File: config.mk
export PLATFORM = sky130hd
export DESIGN_NAME = ov7670_stream_gen
export DESIGN_NICKNAME = d
export VERILOG_FILES = /design/src/rtl/ov7670_pkg.sv /design/src/rtl/ov7670_timing.sv /design/src/rtl/ov7670_stream_gen.sv
export SDC_FILE = /design/constraint.sdc
export NUM_CORES = 1
export LEC_CHECK = 0
export ABC_AREA = 1
export CORE_UTILIZATION = 35
export CTS_CLUSTER_DIAMETER = 30
export CTS_CLUSTER_SIZE = 16
export DETAILED_ROUTE_END_ITERATION = 10
export SYNTH_ARGS = -nofsm -noshare
export SYNTH_HDL_FRONTEND = slang
export SYNTH_HIERARCHICAL = 1
export SYNTH_SLANG_ARGS = --single-unit
File: constraint.sdc
create_clock -name pclk -period 3.2 [get_ports pclk]
set_clock_uncertainty 0.05 [all_clocks]
set_input_delay 0.64 -clock pclk [delete_from_list [all_inputs] [get_ports pclk]]
set_output_delay 0.64 -clock pclk [all_outputs]
set_load 0.03 [all_outputs]
File: src/rtl/ov7670_pkg.sv
// Types and timing defaults shared by the OV7670 DVP capture and stream-generator blocks.
package ov7670_pkg;

  typedef enum logic [2:0] {
    ST_IDLE,
    ST_VSYNC,
    ST_VBACK,
    ST_ACTIVE,
    ST_VFRONT
  } state_t;

  localparam int DEF_H_ACTIVE    = 320;
  localparam int DEF_V_ACTIVE    = 240;
  localparam int DEF_H_BLANK     = 144;
  localparam int DEF_VSYNC_LINES = 3;
  localparam int DEF_V_BACK      = 17;
  localparam int DEF_V_FRONT     = 10;
  localparam int DEF_ADDR_W      = 17;

  // RGB444 goes out as {pad,R} then {G,B}
  localparam logic [3:0] HI_PAD = 4'h0;

  function automatic logic [7:0] rgb444_hi(input logic [11:0] px);
    return {HI_PAD, px[11:8]};
  endfunction

  function automatic logic [7:0] rgb444_lo(input logic [11:0] px);
    return px[7:0];
  endfunction

endpackage

File: src/rtl/ov7670_timing.sv
// Frame/line timing for the DVP stream generator: h/v counters, state, registered vsync/href.
// state     | meaning
// ST_IDLE   | outputs low, waiting for enable
// ST_VSYNC  | vsync high for VSYNC_LINES lines
// ST_VBACK  | blank lines before the first active line
// ST_ACTIVE | V_ACTIVE lines, href for 2*H_ACTIVE cycles then H_BLANK low
// ST_VFRONT | blank lines after the frame; frame_done on its last cycle
module ov7670_timing
  import ov7670_pkg::*;
#(
  parameter int H_ACTIVE    = DEF_H_ACTIVE,
  parameter int V_ACTIVE    = DEF_V_ACTIVE,
  parameter int H_BLANK     = DEF_H_BLANK,
  parameter int VSYNC_LINES = DEF_VSYNC_LINES,
  parameter int V_BACK      = DEF_V_BACK,
  parameter int V_FRONT     = DEF_V_FRONT
) (
  input  logic pclk,
  input  logic resetn,
  input  logic enable,
  output logic vsync,
  output logic href,
  output logic frame_done,
  output logic frame_start,
  output logic px_first,
  output logic px_second,
  output logic to_idle
);

  localparam int LINE_LEN = 2 * H_ACTIVE + H_BLANK;
  localparam int H_W      = $clog2(LINE_LEN + 1);
  localparam int M1       = (V_ACTIVE > VSYNC_LINES) ? V_ACTIVE : VSYNC_LINES;
  localparam int M2       = (V_BACK > V_FRONT) ? V_BACK : V_FRONT;
  localparam int V_MAX    = (M1 > M2) ? M1 : M2;
  localparam int V_W      = $clog2(V_MAX + 1);
  localparam logic [H_W-1:0] H_LAST  = H_W'(LINE_LEN - 1);
  localparam logic [H_W-1:0] H_HREF  = H_W'(2 * H_ACTIVE);
  localparam logic [V_W-1:0] VF_LAST = V_W'(V_FRONT - 1);

  state_t state, state_nxt, follow;
  logic [H_W-1:0] h_cnt, h_nxt;
  logic [V_W-1:0] v_cnt, v_nxt, v_last;
  logic href_nxt, done_nxt;

  always_comb begin
    v_last = '0;
    follow = ST_IDLE;
    case (state)
      ST_VSYNC:  begin v_last = V_W'(VSYNC_LINES - 1); follow = ST_VBACK;  end
      ST_VBACK:  begin v_last = V_W'(V_BACK - 1);      follow = ST_ACTIVE; end
      ST_ACTIVE: begin v_last = V_W'(V_ACTIVE - 1);    follow = ST_VFRONT; end
      ST_VFRONT: begin v_last = VF_LAST; follow = enable ? ST_VSYNC : ST_IDLE; end
      default: ;
    endcase
  end

  // counters are already zero whenever the FSM sits in IDLE
  always_comb begin
    state_nxt = state;
    h_nxt     = h_cnt;
    v_nxt     = v_cnt;
    if (state == ST_IDLE) begin
      if (enable) state_nxt = ST_VSYNC;
    end else if (h_cnt == H_LAST) begin
      h_nxt = '0;
      if (v_cnt == v_last) begin
        v_nxt     = '0;
        state_nxt = follow;
      end else begin
        v_nxt = v_cnt + 1'b1;
      end
    end else begin
      h_nxt = h_cnt + 1'b1;
    end
  end

  assign href_nxt    = (state_nxt == ST_ACTIVE) && (h_nxt < H_HREF);
  assign done_nxt    = (state_nxt == ST_VFRONT) && (h_nxt == H_LAST) && (v_nxt == VF_LAST);
  assign px_first    = href_nxt && !h_nxt[0];
  assign px_second   = href_nxt && h_nxt[0];
  assign frame_start = (state_nxt == ST_VSYNC) && (state != ST_VSYNC);
  assign to_idle     = (state_nxt == ST_IDLE);

  always_ff @(posedge pclk or negedge resetn) begin
    if (!resetn) begin
      state      <= ST_IDLE;
      h_cnt      <= '0;
      v_cnt      <= '0;
      vsync      <= 1'b0;
      href       <= 1'b0;
      frame_done <= 1'b0;
    end else begin
      state      <= state_nxt;
      h_cnt      <= h_nxt;
      v_cnt      <= v_nxt;
      vsync      <= (state_nxt == ST_VSYNC);
      href       <= href_nxt;
      frame_done <= done_nxt;
    end
  end

endmodule

File: src/rtl/ov7670_stream_gen.sv
// OV7670-style DVP pixel source: replays RGB444 pixels from a latency-1 frame buffer
// as vsync/href/d bytes. Timing lives in ov7670_timing; this adds prefetch and byte mux.
module ov7670_stream_gen
  import ov7670_pkg::*;
#(
  parameter int H_ACTIVE    = DEF_H_ACTIVE,
  parameter int V_ACTIVE    = DEF_V_ACTIVE,
  parameter int H_BLANK     = DEF_H_BLANK,
  parameter int VSYNC_LINES = DEF_VSYNC_LINES,
  parameter int V_BACK      = DEF_V_BACK,
  parameter int V_FRONT     = DEF_V_FRONT,
  parameter int ADDR_W      = DEF_ADDR_W
) (
  input  logic              pclk,
  input  logic              resetn,
  input  logic              enable,
  output logic [ADDR_W-1:0] rd_addr,
  input  logic [11:0]       rd_data,
  output logic              vsync,
  output logic              href,
  output logic [7:0]        d,
  output logic              frame_done
);

  localparam logic [ADDR_W-1:0] ADDR_LAST = ADDR_W'(H_ACTIVE * V_ACTIVE - 1);

  logic frame_start, px_first, px_second, to_idle;
  logic [11:0] pix;

  ov7670_timing #(
    .H_ACTIVE   (H_ACTIVE),
    .V_ACTIVE   (V_ACTIVE),
    .H_BLANK    (H_BLANK),
    .VSYNC_LINES(VSYNC_LINES),
    .V_BACK     (V_BACK),
    .V_FRONT    (V_FRONT)
  ) u_timing (
    .pclk       (pclk),
    .resetn     (resetn),
    .enable     (enable),
    .vsync      (vsync),
    .href       (href),
    .frame_done (frame_done),
    .frame_start(frame_start),
    .px_first   (px_first),
    .px_second  (px_second),
    .to_idle    (to_idle)
  );

  // Address moves on as pixel p's first byte goes out, so the RAM has a full
  // two cycles to return pixel p+1 before its first byte.
  always_ff @(posedge pclk or negedge resetn) begin
    if (!resetn) begin
      rd_addr <= '0;
      pix     <= '0;
      d       <= '0;
    end else begin
      if (frame_start || to_idle) begin
        rd_addr <= '0;
      end else if (px_first && (rd_addr != ADDR_LAST)) begin
        rd_addr <= rd_addr + 1'b1;
      end
      if (px_first) begin
        d   <= rgb444_hi(rd_data);
        pix <= rd_data;
      end else if (px_second) begin
        d <= rgb444_lo(pix);
      end else begin
        d <= '0;
      end
    end
  end

endmodule

**After elaboration in Yosys (flattened, before gate mapping)**

Index checks and enable logic that the tools add are counted.

- Add/subtract/negate cells: 3
- Magnitude comparators: 1
- Equal/unequal tests: 13
- Muxes and demuxes: 16
- Reduce and logical (&&, ||, !) cells: 12

Operators with widths:

| kind | number |
|---|---|
| 8-bit 2-to-1 mux | 5 |
| 17-bit 2-to-1 mux | 2 |
| 8-bit case mux with 4 select lines | 1 |
| 10-bit == test (second input constant) | 2 |
| 10-bit 2-to-1 mux | 2 |
| 17-bit by 1-bit adder with 17-bit output (second input constant) | 1 |
| 17-bit inequality test (second input constant) | 1 |
| 3-bit 2-to-1 mux | 4 |
| 3-bit case mux with 4 select lines | 1 |
| 10-bit by 1-bit adder with 10-bit output (second input constant) | 1 |
| 10-bit less-than comparator (second input constant) | 1 |
| 3-bit by 2-bit == test with 1-bit output (second input constant) | 3 |
| 8-bit by 1-bit adder with 8-bit output (second input constant) | 1 |
| 8-bit by 4-bit == test with 1-bit output (second input constant) | 1 |
| 8-bit == test | 1 |
| 1-bit logical AND | 7 |
| 3-bit by 1-bit == test with 1-bit output (second input constant) | 2 |
| 3-bit == test (second input constant) | 2 |
| 3-bit logical NOT | 2 |
| 3-bit by 1-bit inequality test with 1-bit output (second input constant) | 1 |
| 2-bit nonzero test | 1 |
| 1-bit logical NOT | 1 |
| 1-bit logical OR | 1 |
| 1-bit 2-to-1 mux | 1 |

- Bits in registers: 57
- Bits of input ports: 15
- Output and inout port bits: 28
- Logic and storage cells: 54

**Logic depth before layout (Yosys ltp)**

- Depth in word-level cells: 12
- Gate-level depth with buffers: 20
- Depth with buffers taken out: 18

**Modules after synthesis**

The synthesis kept the hierarchy.

By module, submodules not included:

| module | instances | cells each | area each (um^2) | seq. area each (um^2) |
|---|---|---|---|---|
| ov7670_stream_gen | 1 | 225 | 1726.7 | 825.8 |
| ov7670_timing | 1 | 250 | 1685.4 | 600.6 |

**Worst setup path after synthesis**

Ideal clock, no wire load.

- Kind: register -> register
- Start: register u_timing.h_cnt[1]
- End: register rd_addr[7]
- Setup time: 0.066 ns
- Data arrival time: 2.455 ns
- Required time: 3.084 ns
- Path slack: 0.629 ns
- Cell stages (with the launch flop): 18
- Buffers on the path: 2
- Period minus slack after synthesis: 2.571 ns
- Cell sequence: dfrtp_1 -> ha_1 -> inv_1 -> nor2_4 -> nand2_2 -> nor2_4 -> buf_6 -> inv_2 -> nand3_1 -> a21oi_1 -> nor2_1 -> nand3_2 -> nor2_1 -> inv_2 -> nor2_4 -> buf_2 -> nand3b_1 -> nand2_1

- Word-level cells in the longest chain between the ends: 8
- Elaborated cells on any way between the ends: 18
- Classes of those cells: add/sub (1); order compare (1); eq/ne (3); mux (5); reduce/logical (8)

Ends and longest elaborated chain:

| item | line | source |
|---|---|---|
| from (decl) | ov7670_timing.sv:41 | `logic [H_W-1:0] h_cnt, h_nxt;` |
| from (signal assigned) | ov7670_timing.sv:94 | `h_cnt <= h_nxt;` |
| 10-bit by 1-bit adder with 10-bit output / 10-bit == test (equally long branches) | ov7670_timing.sv:73, ov7670_timing.sv:64 |  |
| 10-bit 2-to-1 mux / 3-bit 2-to-1 mux (equally long branches) | ov7670_timing.sv:64 | `end else if (h_cnt == H_LAST) begin` |
| 10-bit 2-to-1 mux / 3-bit 2-to-1 mux (equally long branches) | ov7670_timing.sv:62 | `if (state == ST_IDLE) begin` |
| 10-bit less-than comparator / 3-bit by 2-bit == test with 1-bit output (equally long branches) | ov7670_timing.sv:77 | `assign href_nxt = (state_nxt == ST_ACTIVE) && (h_nxt < H_HREF);` |
| 1-bit logical AND | ov7670_timing.sv:77 |  |
| 1-bit logical AND * | ov7670_timing.sv:79 | `assign px_first = href_nxt && !h_nxt[0];` |
| named net px_first | ov7670_stream_gen.sv:27 | `logic frame_start, px_first, px_second, to_idle;` |
| 1-bit logical AND * | ov7670_stream_gen.sv:60 | `end else if (px_first && (rd_addr != ADDR_LAST)) begin` |
| 2-bit nonzero test (no line) * | - |  |
| to (signal assigned) | ov7670_stream_gen.sv:61 | `rd_addr <= rd_addr + 1'b1;` |
| to (decl) | ov7670_stream_gen.sv:17 | `output logic [ADDR_W-1:0] rd_addr,` |

Mark *: on every way through the listed nets, which the timed path passes. The rest lies on a longest branch.
A chain may end at the register's enable or synchronous reset.

**Worst setup path after layout**

- Start: register u_timing.state[0]
- End: register rd_addr[9]

- Word-level cells in the longest chain between the ends: 11
- Elaborated cells on any way between the ends: 26
- Classes of those cells: order compare (1); eq/ne (8); mux (8); reduce/logical (9)

Ends and longest elaborated chain:

| item | line | source |
|---|---|---|
| from (decl) | ov7670_timing.sv:40 | `state_t state, state_nxt, follow;` |
| from (signal assigned) | ov7670_timing.sv:93 | `state <= state_nxt;` |
| 3-bit == test (tied with other cells) | ov7670_timing.sv:48 | `case (state)` |
| 8-bit case mux with 4 select lines | ov7670_timing.sv:48 |  |
| 8-bit == test | ov7670_timing.sv:66 | `if (v_cnt == v_last) begin` |
| 3-bit 2-to-1 mux | ov7670_timing.sv:66 |  |
| 3-bit 2-to-1 mux | ov7670_timing.sv:64 |  |
| 3-bit 2-to-1 mux | ov7670_timing.sv:62 |  |
| 3-bit by 2-bit == test with 1-bit output | ov7670_timing.sv:77 |  |
| 1-bit logical AND | ov7670_timing.sv:77 |  |
| 1-bit logical AND * | ov7670_timing.sv:79 |  |
| named net px_first | ov7670_stream_gen.sv:27 |  |
| 1-bit logical AND * | ov7670_stream_gen.sv:60 |  |
| 2-bit nonzero test (no line) * | - |  |

Marked as above.

==> metrics.txt <==
HPWL Detailed=5670 um; Worst-path clk slew=0.07 ns; share of layout cells above drive strength 1=10.1%; Die W=101 um; Reg2Reg Setup Slack=0.47 ns; peak supply drop=0.185 mV; initial DRC count=83; Layout Nets=540; CTS buffer count=9; FF-to-FF Start=u_timing/state[0]$_DFF_PN0_; postcts setup bufs=0; Netlist cell types=32; Pleak=0.00209 uW; final-layout fill cell count=963; GPL Wtd Cong=0.825; max-capacitance violation count=0; via count=3,034; CP arrival=2.95 ns; Via-to-Cell Ratio=4.63; metal2 WL=3520 um; Peak Freq=367 MHz; Tot GR Track Use=16.8%; slew margin rel.=66.0%; RSZ-0062 raised after global routing=false; final hold vios=0; HP Class=in2async; Max Slew Vio Count=0; Setup crit end kind=flop; post-synthesis sequential area ratio=41.8%; num ports=43; DRT antenna net count=0; Port Buf Inserts=42; Post-Syn Area=3410 sq um; # resized after CTS=0; Worst Path Max Fanout=17; crit path launch type=flop; initial antenna violation count=0; Worst-Margin Slew=0.510 ns; TNS Setup=0 ns; Power Density=438 nW/um^2; placeable core area=9330 sq um; synthesized instance count=475; Longest Clk Path Bufs=2; synth-to-layout area growth=21.5%; CTS tree=yes; period utilization=85.2%; DR top layer=met4; H-tree Lvls=3; worst hold margin=0.166 ns; die area=10,100 sq um; Tmin final=2.73 ns; Post-Syn Nets=493; first-pass GRT wire length=13,300 um; clock sinks=57; Clk Latency, worst-skew pair=0.34 ns; GR Overflow Total=0; initial core utilization=36.6%; WS Path Type=reg2reg; syn_area_per_cell=7.18 sq um; Site Rows=35; WL per Instance=11.7 um; Worst Path Required=3.42 ns; status=complete, no violations; met1 WL=3730 um; DRC Markers=0; share of the synthesized area in the top cell type=41.8%; die height=101 um; Pre-antenna DRT Iters=4; total wire length=7660 um; Synth Warn #=6; Area contributors post-synth=dfrtp_1 (42%), nand2_1 (18%), nand3_1 (9.7%); post-layout util=44.4%; largest area contributor in the netlist=dfrtp_1; hold buffer count at cts=0; Worst R2R Path Depth=18; setup violators final=0; vias in the first global route=2,917; register bit total from synthesis=57; clk root buf=clkbuf_8; pin count of the biggest net entering global routing=43; RR Endpoint=rd_addr[9]$_DFFE_PN0P_; met3 wire length=276 um; # diodes=0
## kinds of logic after synthesis
group / Yosys count / share of synthesized area (%)
adder cells (fa/ha/maj): 3 / 1.10
XOR/XNOR: 9 / 2.31
AND/OR/NAND/NOR: 319 / 43.6
buffers and inverters: 74 / 8.69
AO/OA/AOI/OAI: 13 / 2.46
flip-flops: 57 / 41.8
## cell usage in the layout, fill, tap and decap left out, types with 7 or more instances in the layout
cell type        instances
clkbuf_8                 9
clkdlybuf4s50_1         41
dfrtp_1                 57
inv_1                   58
nand2_1                160
nand3_1                 66
nand4_1                 12
nor2_1                  47
nor2_4                   8
xor2_1                   7
## synthesized netlist by cell type, drive strengths merged
cell and number:
nand4 12, inv 62, nand3b 6, nor3b 1, ha 3, nor3 1
xnor2 2, clkbuf 3, nor2 59, clkinv 3, a21oi 2, a31oi 1
nand2 166, or2 1, o21ai 9, o21bai 1, xor2 7, dfrtp 57
buf 6, nand3 73
## stage by stage
step	cells	total power, uW	setup WS [ns]	area, sq um
2_1_floorplan	475	1080	0.629	3410
3_3_place_gp	640	1180	0.583	3960
3_5_place_dp	640	1190	0.486	3960
4_1_cts	655	1840	0.454	4150
5_1_grt	655	1940	0.0792	4150
6_report	655	1820	0.474	4150
## power by group
group / switching, uW / internal [uW]
clock network: 292 / 350
registers: 57.7 / 775
logic: 228 / 115
## sequential cells by signal, indices dropped and copies added (netlist names)
register,count
u_timing/v_cnt,8
u_timing/frame_done,1
u_timing/vsync,1
u_timing/h_cnt,10
u_timing/href,1
pix,8
u_timing/state,3
rd_addr,17
d,8
## layout make-up
type,instances,area (sq um),area share (%)
clock inverters,6,60.1,1.45
clock buffers,9,124,2.99
flip-flops and latches,57,1430,34.4
multi-input cells,344,1690,40.8
repair buffers,45,438,10.6
inverters,65,244,5.89
well taps,129,161,3.89
## layer usage
layer	vias up	global-route usage, %
li1	1579	-
met1	1386	22.6
met2	56	26.4
met3	13	4.30
met4	0	5.80
met5	-	0
## critical path, stage by stage, from the launching register on
cell and delay (ns):
dfrtp_1 0.54, nand2_1 0.09, nor2_1 0.23, nand2_1 0.09
nand2_1 0.08, inv_1 0.05, nand2_2 0.07, nor2_4 0.05
nand2_2 0.09, nor2_2 0.05, nand2_1 0.07, nand3_2 0.10
nor2_1 0.13, nand3_2 0.09, nor2_1 0.16, inv_2 0.13
nor2_4 0.37, nand3_1 0.14, nand2_1 0.08
## how the worst max path moves through the flow
stage	from	end	cells after the start
after floorplan	u_timing/h_cnt[1]$_DFF_PN0_	rd_addr[7]$_DFFE_PN0P_	17
after global placement	u_timing/state[2]$_DFF_PN0_	rd_addr[0]$_DFFE_PN0P_	17
after detailed placement	u_timing/state[0]$_DFF_PN0_	rd_addr[9]$_DFFE_PN0P_	18
after CTS	u_timing/state[0]$_DFF_PN0_	rd_addr[9]$_DFFE_PN0P_	18
after global routing	u_timing/state[0]$_DFF_PN0_	rd_addr[1]$_DFFE_PN0P_	18
final	u_timing/state[0]$_DFF_PN0_	rd_addr[9]$_DFFE_PN0P_	18
No activity file was read; power rests on OpenSTA's default activity.
